===== src/rtl/trap_ctrl.sv =====
// trap_ctrl: trap-entry / MRET sequencer for the machine-mode CSR file (EX stage).
//
// When a trap or MRET is taken, this block takes over the CSR file's single
// write port and issues the architectural updates one per cycle. It then pulses
// a fetch redirect. It also holds the current privilege mode.
//
// Ports:
//   clk, rst                 clock; synchronous active-high reset
//   exc_valid/cause/pc/tval  trap request and its operands (cause[31] = interrupt)
//   mret_valid               MRET retiring
//   csr_req/addr/data        pipeline CSR-instruction write request
//   csr_gnt                  pipeline write accepted this cycle
//   mtvec_i/mstatus_i/mepc_i current CSR values read from the CSR file
//   csr_w_en/addr/data       CSR file write port
//   priv_mode                current privilege (11 M, 01 S, 00 U)
//   flush                    kill younger instructions (cycle a trap/MRET is taken)
//   busy                     a sequence is in progress; the pipeline stalls
//   redirect_valid/pc        one-cycle fetch redirect and its target
//
// Handshake: csr_req/csr_gnt is a valid/ready pair. A write transfers on any
// cycle where both are high. The requester holds csr_req, csr_req_addr and
// csr_req_data stable until that cycle. csr_gnt does not depend on csr_req
// being low or high beyond gating. It is high only in IDLE when no trap or
// MRET is being taken.
//
// The FSM state is in the signal 'state'. It can be probed hierarchically.

module trap_ctrl #(
  parameter bit VECTORED_EN = 1'b1,
  parameter bit MTVAL_EN    = 1'b1
) (
  input  logic        clk,
  input  logic        rst,
  input  logic        exc_valid,
  input  logic [31:0] exc_cause,
  input  logic [31:0] exc_pc,
  input  logic [31:0] exc_tval,
  input  logic        mret_valid,
  input  logic        csr_req,
  input  logic [11:0] csr_req_addr,
  input  logic [31:0] csr_req_data,
  output logic        csr_gnt,
  input  logic [31:0] mtvec_i,
  input  logic [31:0] mstatus_i,
  input  logic [31:0] mepc_i,
  output logic        csr_w_en,
  output logic [11:0] csr_w_addr,
  output logic [31:0] csr_w_data,
  output logic [1:0]  priv_mode,
  output logic        flush,
  output logic        busy,
  output logic        redirect_valid,
  output logic [31:0] redirect_pc
);

  localparam logic [11:0] ADDR_MSTATUS = 12'h300;
  localparam logic [11:0] ADDR_MEPC    = 12'h341;
  localparam logic [11:0] ADDR_MCAUSE  = 12'h342;
  localparam logic [11:0] ADDR_MTVAL   = 12'h343;

  typedef enum logic [2:0] {
    IDLE, T_EPC, T_CAUSE, T_TVAL, T_STATUS, T_JUMP, R_STATUS, R_JUMP
  } state_t;

  state_t      state;
  logic [29:0] epc_q;       // word-aligned PC; low two bits are always written as 0
  logic [31:0] cause_q;
  logic [31:0] tval_q;
  logic [1:0]  old_priv_q;  // privilege at trap entry, becomes MPP
  logic [1:0]  mpp_q;       // MPP captured during MRET, applied at the redirect

  always_ff @(posedge clk) begin
    if (rst) begin
      state      <= IDLE;
      priv_mode  <= 2'b11;
      epc_q      <= '0;
      cause_q    <= '0;
      tval_q     <= '0;
      old_priv_q <= '0;
      mpp_q      <= '0;
    end else begin
      case (state)
        IDLE: begin
          if (exc_valid) begin
            epc_q      <= exc_pc[31:2];
            cause_q    <= exc_cause;
            tval_q     <= exc_tval;
            old_priv_q <= priv_mode;
            // Enter M right away so the sequence's writes pass CSR-file gating.
            priv_mode  <= 2'b11;
            state      <= T_EPC;
          end else if (mret_valid) begin
            state <= R_STATUS;
          end
        end
        T_EPC:    state <= T_CAUSE;
        T_CAUSE:  state <= MTVAL_EN ? T_TVAL : T_STATUS;
        T_TVAL:   state <= T_STATUS;
        T_STATUS: state <= T_JUMP;
        T_JUMP:   state <= IDLE;
        R_STATUS: begin
          // Capture MPP here. priv_mode stays M until the redirect so the
          // MSTATUS write in this cycle is still accepted.
          mpp_q <= mstatus_i[12:11];
          state <= R_JUMP;
        end
        R_JUMP: begin
          priv_mode <= mpp_q;
          state     <= IDLE;
        end
        default: state <= IDLE;
      endcase
    end
  end

  // Trap entry: MPIE <= MIE, MIE <= 0, MPP <= privilege before the trap.
  logic [31:0] trap_status;
  assign trap_status = {mstatus_i[31:13], old_priv_q, mstatus_i[10:8], mstatus_i[3],
                        mstatus_i[6:4], 1'b0, mstatus_i[2:0]};

  // MRET: MIE <= MPIE, MPIE <= 1, MPP <= U.
  logic [31:0] mret_status;
  assign mret_status = {mstatus_i[31:13], 2'b00, mstatus_i[10:8], 1'b1,
                        mstatus_i[6:4], mstatus_i[7], mstatus_i[2:0]};

  // Vectored mode adds 4*cause to the base, for interrupts only. The shift
  // drops cause bit 31, so it cannot leak into the target address.
  logic [31:0] vec_offset;
  logic [31:0] trap_target;
  assign vec_offset  = (VECTORED_EN && (mtvec_i[1:0] == 2'b01) && cause_q[31])
                       ? {cause_q[29:0], 2'b00} : 32'd0;
  assign trap_target = {mtvec_i[31:2], 2'b00} + vec_offset;

  always_comb begin
    csr_gnt        = 1'b0;
    csr_w_en       = 1'b0;
    csr_w_addr     = '0;
    csr_w_data     = '0;
    flush          = 1'b0;
    busy           = (state != IDLE);
    redirect_valid = 1'b0;
    redirect_pc    = '0;
    case (state)
      IDLE: begin
        flush = exc_valid | mret_valid;
        // A pipeline write gets the port only when no sequence is starting.
        // This keeps the write port single-sourced.
        if (!exc_valid && !mret_valid && csr_req) begin
          csr_gnt    = 1'b1;
          csr_w_en   = 1'b1;
          csr_w_addr = csr_req_addr;
          csr_w_data = csr_req_data;
        end
      end
      T_EPC: begin
        csr_w_en   = 1'b1;
        csr_w_addr = ADDR_MEPC;
        csr_w_data = {epc_q, 2'b00};
      end
      T_CAUSE: begin
        csr_w_en   = 1'b1;
        csr_w_addr = ADDR_MCAUSE;
        csr_w_data = cause_q;
      end
      T_TVAL: begin
        csr_w_en   = 1'b1;
        csr_w_addr = ADDR_MTVAL;
        csr_w_data = tval_q;
      end
      T_STATUS: begin
        csr_w_en   = 1'b1;
        csr_w_addr = ADDR_MSTATUS;
        csr_w_data = trap_status;
      end
      T_JUMP: begin
        redirect_valid = 1'b1;
        redirect_pc    = trap_target;
      end
      R_STATUS: begin
        csr_w_en   = 1'b1;
        csr_w_addr = ADDR_MSTATUS;
        csr_w_data = mret_status;
      end
      R_JUMP: begin
        redirect_valid = 1'b1;
        redirect_pc    = mepc_i;
      end
      default: ;
    endcase
  end

endmodule


===== config.mk =====
export PLATFORM = sky130hd
export DESIGN_NAME = trap_ctrl
export DESIGN_NICKNAME = d
export VERILOG_FILES = /design/src/rtl/trap_ctrl.sv
export SDC_FILE = /design/constraint.sdc
export NUM_CORES = 1
export LEC_CHECK = 0
export ABC_AREA = 1
export ABC_CLOCK_PERIOD_IN_PS = 4050
export BUFFER_PORTS_ARGS = -buffer_cell sky130_fd_sc_hd__buf_2
export CORE_UTILIZATION = 35
export DETAILED_ROUTE_END_ITERATION = 10
export SETUP_SLACK_MARGIN = 0.4
export SLEW_MARGIN = 20
export SYNTH_ARGS = -nofsm -noshare
export SYNTH_HDL_FRONTEND = slang
export SYNTH_SLANG_ARGS = --single-unit

===== constraint.sdc =====
create_clock -name clk -period 4.05 [get_ports clk]
set_input_delay 0.81 -clock clk [delete_from_list [all_inputs] [get_ports clk]]
set_output_delay 0.81 -clock clk [all_outputs]
set_load 0.005 [all_outputs]

==> key figures, run 1 <==
Run status
  – Status: finished, final reports clean

Routing
  – Antenna Violating Nets Remaining: 0
  – Vias: 9,064
  – Drt total wl: 30,050 µm
  – First-pass DRT Iterations: 5
  – Remaining DRCs: 0
  – DR top layer: met5
  – Routed length per placed instance: 16.59 µm
  – DR iter-0 viols: 509
  – Met2 WL post-DR: 14,630 µm
  – Via density: 5.002
  – Met3 wire len: approximately 1800 µm
  – Met1 wire length: ~13,000 µm

Yosys
  – Post-synth ARST share: 0%
  – Post-Synthesis Net Count: between 1k and 1.5k
  – Ys flop type: dfxtp_1
  – Ranking of synthesized cells by area: dfxtp_1, nand2_1, a21oi_1
  – Area fraction in compound gates after synthesis: 23.48%
  – Cell Area, Synth: 7289 µm²
  – Yosys reg bits: roughly 100
  – Top-area cell type share of the netlist area: 28.29%
  – Seq/Total Area, Yosys: approximately 28%
  – Mux contribution to synthesized area: 0%
  – Adder-cell share of the synthesized area: 5.252%
  – Cells after Synth: between 1k and 1.5k
  – Synth Warn #: 0
  – Xor/xnor cell area share of the yosys netlist: 0.2403%
  – Largest family of logic cells by synthesized area: simple AND/OR/NAND/NOR gates
  – Avg Cell Area, Syn: 6.005 µm²
  – Area share of and/or/nand/nor cells after synthesis: 29.97%
  – Number of flops mapped to enable cells by yosys: 0
  – Count of cell types in the netlist: 41
  – Cell accounting for the most synthesized area: dfxtp_1

STA
  – Hold_ws: 0.4522 ns
  – Slew @ Worst Pin: 0.9913 ns
  – Clock Skew: 0.006439 ns
  – Endpoints failing setup: 0
  – Hold Vio Cnt, Final: 0
  – Max Slew Vio Count: 0
  – Final Critical Period: around 3.7 ns
  – Slew margin rel.: 33.82%
  – Highest clock rate: roughly 270 MHz
  – RSZ-0062 raised after global routing: yes
  – Period utilization: 91.44%

Layout
  – Commonest cells after routing, fill and taps aside: buf_2, nand2_1, inv_1
  – Final net count: 1,806
  – Most common cell after layout, fill and taps aside: buf_2
  – Design area: 10,670 µm²
  – P&R area growth vs syn: 46.33%
  – Ratio of cells with drive above 1 in the final layout: between 30% and 40%

Clock tree
  – Clock Sinks: 103
  – H-tree lvl count: 3
  – Reg clk slew, reported paths: 0.07 ns
  – CTS buffer count: 9
  – Hold buffer count at CTS: 0
  – Clk buf depth: 2
  – Clk_lat worst skew: roughly 0.35 ns
  – CTS tree: built
  – Clock root buffer: clkbuf_16

Power and ir drop
  – Power Dens Cells: 424.0 nW/µm²
  – Clock network fraction of total power: 21.6%
  – VDD IR max: 0.2915 mV
  – Psw: 1901 µW
  – Flop pwr share: 31.4%
  – Comb pwr share: a little under half
  – Pleak: between 0.005 and 0.006 µW
  – Int Pwr: 2622 µW
  – Switching share of total power: 42.04%

Setup path
  – WP data required: 3.24 ns
  – Crit path launch type: input pin
  – Critical Path End Type: output pin
  – Worst R2R Start: state[0]$_SDFFE_PP0P_
  – R2R cell count: 8
  – R2r setup slk: 1.56 ns
  – Reg2reg end: tval_q[2]$_SDFFE_PP0P_
  – Maximum fanout along the worst path: 8
  – Arr. time, crit path: roughly 2.9 ns
  – Worst Path Class, Setup: in2out

Global route
  – GR Overflow Total: 0
  – Gr usage total: 27.13%
  – Vias in the first global route: 8,397
  – Largest net degree at the start of global routing: 96
  – Antenna violations before repair: 5
  – Global-route wire length before repair: 45,050 µm

Die
  – Die height: 146.3 µm
  – Die Width: between 100 and 150 µm
  – Initial core utilization: 35.91%
  – Boundary Pins: 324
  – Die area: 21,410 µm²
  – Cell row count: 52
  – CORE AREA: 20,300 µm²

Worst hold path
  – Launch point of the worst hold path: tval_q[26]$_SDFFE_PP0P_
  – Hold Crit Class: reg2reg
  – Hold depth: 2
  – Hold Path End: tval_q[26]$_SDFFE_PP0P_

Placement
  – Post-DP Area: around 9200 µm²
  – Dpl hpwl: 22,590 µm
  – Gpl congestion: 0.9087
  – Buffers on Ports: 321

Flow run
  – Max cap viols: 0
stage by stage:
stage | utilization [%] | total power (µW) | worst slack [ns] | TNS (ns) | std cells
floorplan | - | 2636 | 0.5165 | 0 | 1214
global placement | 45.08 | 3389 | -0.07550 | -0.1734 | 1768
detailed placement | 45.08 | 3407 | -0.07608 | -0.1746 | 1768
CTS | 49.59 | 4463 | 0.3044 | 0 | 1797
global route | 52.53 | 4828 | 0.2216 | 0 | 1811
finish | 52.55 | 4523 | 0.3467 | 0 | 1812
worst max-delay path by stage:
stage | from | end | cells past startpoint | slack (ns)
after global placement | mtvec_i[0] | redirect_pc[18] | 19 | -0.08
after CTS | mtvec_i[0] | redirect_pc[30] | 19 | 0.30
after detailed placement | mtvec_i[0] | redirect_pc[30] | 20 | -0.08
after global routing | mtvec_i[0] | redirect_pc[28] | 20 | 0.22
after floorplan | mtvec_i[0] | redirect_pc[16] | 17 | 0.52
final | mtvec_i[0] | redirect_pc[6] | 15 | 0.35
state kept, by name, indices dropped and copies added, names as in the netlist:
name        flops
tval_q         32
state           3
priv_mode       2
cause_q        32
old_priv_q      2
epc_q          30
mpp_q           2
worst max-delay path: stages:
cell and delay, ns:
buf_6 0.08, nand2_4 0.05, nor2_4 0.13, buf_6 0.13, inv_8 0.04, buf_12 0.14
nor2_2 0.10, ha_2 0.35, nand2_2 0.12, nand3_4 0.14, buf_6 0.15, buf_6 0.10
or2_4 0.21, a32o_1 0.21, buf_2 0.12
logic make-up (layout without fill, tap and decap cells):
logic type,count (synthesis),after routing
simple gates,537,537
flops,103,103
buf+inv,235,561
xor+xnor,2,2
other cells,0,2
compound gates,307,307
fa+ha+maj,30,30
metal layers:
metal	up-vias	global-route usage, %
met2	276	46.19
met4	6	10.31
met3	55	5.094
met5	-	0
li1	4601	-
met1	4126	33.80
layout make-up:
class	count	area, µm²
flip-flops and latches	103	2062
clock buffers	12	256.5
diodes	2	5.005
repair buffers	368	2052
multi-input cells	876	5197
fillers	2142	9633
inverters	177	679.4
clock inverters	4	76.32
well taps	270	337.8
power by group through the flow:
stage | clock network [µW] | logic, µW | registers, µW
finish | 977 | 2130 | 1420
global route | 1040 | 2340 | 1450
CTS | 993 | 2050 | 1420
detailed placement | 0 | 1970 | 1440
global placement | 0 | 1960 | 1430
floorplan | 0 | 1240 | 1400
timing repair:
item / in CTS / in global routing
buffers inserted: 12 / 13
pin swaps: 23 / 60
resized for setup: 119 / 137
endpoints found under the setup margin: 27 / 24
gates cloned: 1 / 0
Yosys cell counts, types with 2 or more instances:
cell	number
o21bai_1	3
ha_1	29
nand3_1	72
o2111ai_1	11
or2_2	2
nand4_1	4
a32o_1	2
nor2_1	99
and2_1	3
clkbuf_1	31
a22oi_1	21
inv_1	172
o21ai_0	94
buf_4	4
nor3_1	5
nand2_2	2
buf_2	19
inv_2	3
dfxtp_1	103
o22ai_1	11
nor2_8	2
o221ai_1	9
o21ai_1	3
nand2_1	345
buf_1	3
a21oi_1	147
Power figures use the tool's default switching activity.
==> inputs of run 2 (changes only) <==
Settings changed: SETUP_SLACK_MARGIN 0.4 to 0.2.
==> run 2 against run 1 <==
Compared with the run above: worst setup slack worse by 0.17 ns; power decreased by 1.4%; die area unchanged; cell area fell by 4.8%; clock power about the same; core utilization is 2.5 points lower; first-iteration DRC count grew 16%; clock skew grew 0.00096 ns; global-route usage is 0.68 points lower; non-clock buffer count down 12.
==> key figures, run 2 (synthesized netlist as in run 1, its figures left out) <==
Layout
  – Final net count: 1,794 (was 1,806)
  – Util after Layout: 50.04% (was 52.55%)
  – Most common cell after layout, fill and taps aside: buf_2 (unchanged)
  – Ratio of cells with drive above 1 in the final layout: 31.87% (was 37.14%)
  – Largest regs: cause_q (32), tval_q (32), epc_q (30) (unchanged)
  – Fillcell total: 2,226 (was 2,142)
  – Commonest cells after routing, fill and taps aside: buf_2, nand2_1, inv_1 (unchanged)
  – P&R area growth vs syn: 39.36% (was 46.33%)

Worst hold path
  – Hold depth: 2 (unchanged)
  – Hold Path End: tval_q[26]$_SDFFE_PP0P_ (unchanged)
  – Hold Crit Class: reg2reg (unchanged)
  – Launch point of the worst hold path: tval_q[26]$_SDFFE_PP0P_ (unchanged)

Clock tree
  – Reg clk slew, reported paths: 0.07 ns (about the same)
  – CTS buffer count: 9 (unchanged)
  – Clock Sinks: 103 (unchanged)
  – CTS tree: built (unchanged)
  – Hold buffer count at CTS: 0 (unchanged)
  – H-tree lvl count: 3 (unchanged)
  – Clk buf depth: 2 (unchanged)
  – Clk_lat worst skew: 0.35 ns (about the same)
  – Clock root buffer: clkbuf_16 (unchanged)

Global route
  – GR Overflow Total: 0 (unchanged)
  – Largest net degree at the start of global routing: 96 (unchanged)
  – Antenna violations before repair: 6 (was 5)
  – Global-route wire length before repair: 43,950 µm (was 45,050 µm)
  – Gr usage total: 26.45% (was 27.13%)
  – Vias in the first global route: 8,197 (was 8,397)

STA
  – Setup TNS: 0 ns (unchanged)
  – Endpoints failing setup: 0 (unchanged)
  – Final Critical Period: 3.877 ns (was 3.703 ns)
  – Slew margin rel.: 33.00% (was 33.82%)
  – Max Slew Vio Count: 0 (unchanged)
  – Highest clock rate: 257.9 MHz (was 270.0 MHz)
  – Hold Vio Cnt, Final: 0 (unchanged)
  – Period utilization: 95.73% (was 91.44%)
  – Clock Skew: 0.007402 ns (was 0.006439 ns)
  – RSZ-0062 raised after global routing: yes (unchanged)
  – Final worst slack: 0.1729 ns (was 0.3467 ns)
  – Slew @ Worst Pin: 1.004 ns (was 0.9913 ns)

Routing
  – Drt total wl: 29,180 µm (was 30,050 µm)
  – Via density: 4.968 (was 5.002)
  – Remaining DRCs: 0 (unchanged)
  – First-pass DRT Iterations: 5 (unchanged)
  – Vias: 8,942 (was 9,064)
  – Antenna Violating Nets Remaining: 0 (unchanged)
  – Routed length per placed instance: 16.21 µm (was 16.59 µm)
  – DR iter-0 viols: 588 (was 509)

Setup path
  – R2R cell count: 8 (unchanged)
  – R2r setup slk: 1.56 ns (about the same)
  – Arr. time, crit path: 3.07 ns (was 2.89 ns)
  – Worst Path Class, Setup: in2out (unchanged)
  – Reg2reg end: tval_q[2]$_SDFFE_PP0P_ (unchanged)
  – Critical Path End Type: output pin (unchanged)
  – Maximum fanout along the worst path: 13 (was 8)
  – Crit path launch type: input pin (unchanged)
  – Worst R2R Start: state[0]$_SDFFE_PP0P_ (unchanged)
  – WP data required: 3.24 ns (about the same)

Die
  – Die Width: 146.3 µm (unchanged)
  – CORE AREA: 20,300 µm² (unchanged)
  – Boundary Pins: 324 (unchanged)
  – Die area: 21,410 µm² (unchanged)
  – Cell row count: 52 (unchanged)
  – Initial core utilization: 35.91% (unchanged)
  – Die height: 146.3 µm (unchanged)

Power and ir drop
  – Pleak: 0.005173 µW (was 0.005346 µW)
  – Power Dens Cells: 439.2 nW/µm² (was 424.0 nW/µm²)
  – VDD IR max: 0.2910 mV (was 0.2915 mV)
  – Power Total: 4462 µW (was 4523 µW)

Placement
  – Dpl hpwl: 22,590 µm (unchanged)
  – Gpl congestion: 0.9087 (unchanged)
  – Buffers on Ports: 321 (unchanged)
  – Setup WS pre-CTS: -0.07608 ns (unchanged)

Flow run
  – Max cap viols: 0 (unchanged)

Run status
  – Status: finished, final reports clean (unchanged)
run 2: how the worst max path moves through the flow:
| stage | startpoint | endpoint |
|---|---|---|
| after floorplan | mtvec_i[0] | redirect_pc[16] |
| after global placement | mtvec_i[0] | redirect_pc[18] |
| after detailed placement | mtvec_i[0] | redirect_pc[30] |
| after CTS | mtvec_i[0] | redirect_pc[31] |
| after global routing | mtvec_i[0] | redirect_pc[25] |
| final | mtvec_i[0] | redirect_pc[25] |
run 2: area by class of cell:
class	count	area (µm²)	area share, %
inverter	177	670.6	6.602
clock buffer	12	256.5	2.525
multi-input combinational	876	4796	47.21
tap	270	337.8	3.326
clock inverter	4	76.32	0.7513
sequential	103	2062	20.30
antenna	2	5.005	0.04927
timing repair buffer	356	1954	19.24
run 2: metal layers:
metal	part of all wire, %	vias to the layer above	GRT usage [%]
met4	3.0	6	9.948
met3	6.4	55	5.094
met1	42	4008	33.32
met2	48	297	44.52
li1	-	4576	-
met5	0.13	-	0
run 2: what timing repair did:
action,4_1_cts,5_1_grt
endpoints found under the setup margin,22,24
gates resized for setup,21,119
pin swaps,2,28
cloned,0,1
buffers inserted,2,11
run 2: where the power goes:
part           leakage [µW]  internal [µW]  switching (µW)
combinational       0.00417            721            1340
sequential         0.000848           1300             121
clock              0.000159            579             398
total               0.00517           2600            1860
run 2: stage by stage:
stage          hold slack (ns)  cells  instance area (µm²)
4_1_cts                 0.4553   1786                 9574
5_1_grt                 0.4676   1799                10160
6_report                0.4535   1800                10160
3_5_place_dp            0.4448   1768                 9150
2_1_floorplan           0.4245   1214                 7289
3_3_place_gp            0.4345   1768                 9150
run 2: worst max-delay path, cell delays in order:
cell and delay, ns:
buf_6 0.08, nand2_4 0.05, nor2_4 0.13, buf_6 0.11
clkinvlp_4 0.10, buf_4 0.16, clkbuf_16 0.17, nor2_2 0.14
ha_4 0.25, nand3_1 0.11, nand3_2 0.13, nand2_1 0.08
nand2_1 0.08, nand2_1 0.09, nand2_1 0.09, nand2_1 0.10
nand2_1 0.06, nand2_1 0.06, nand3_1 0.09, nand2_1 0.07
buf_2 0.10
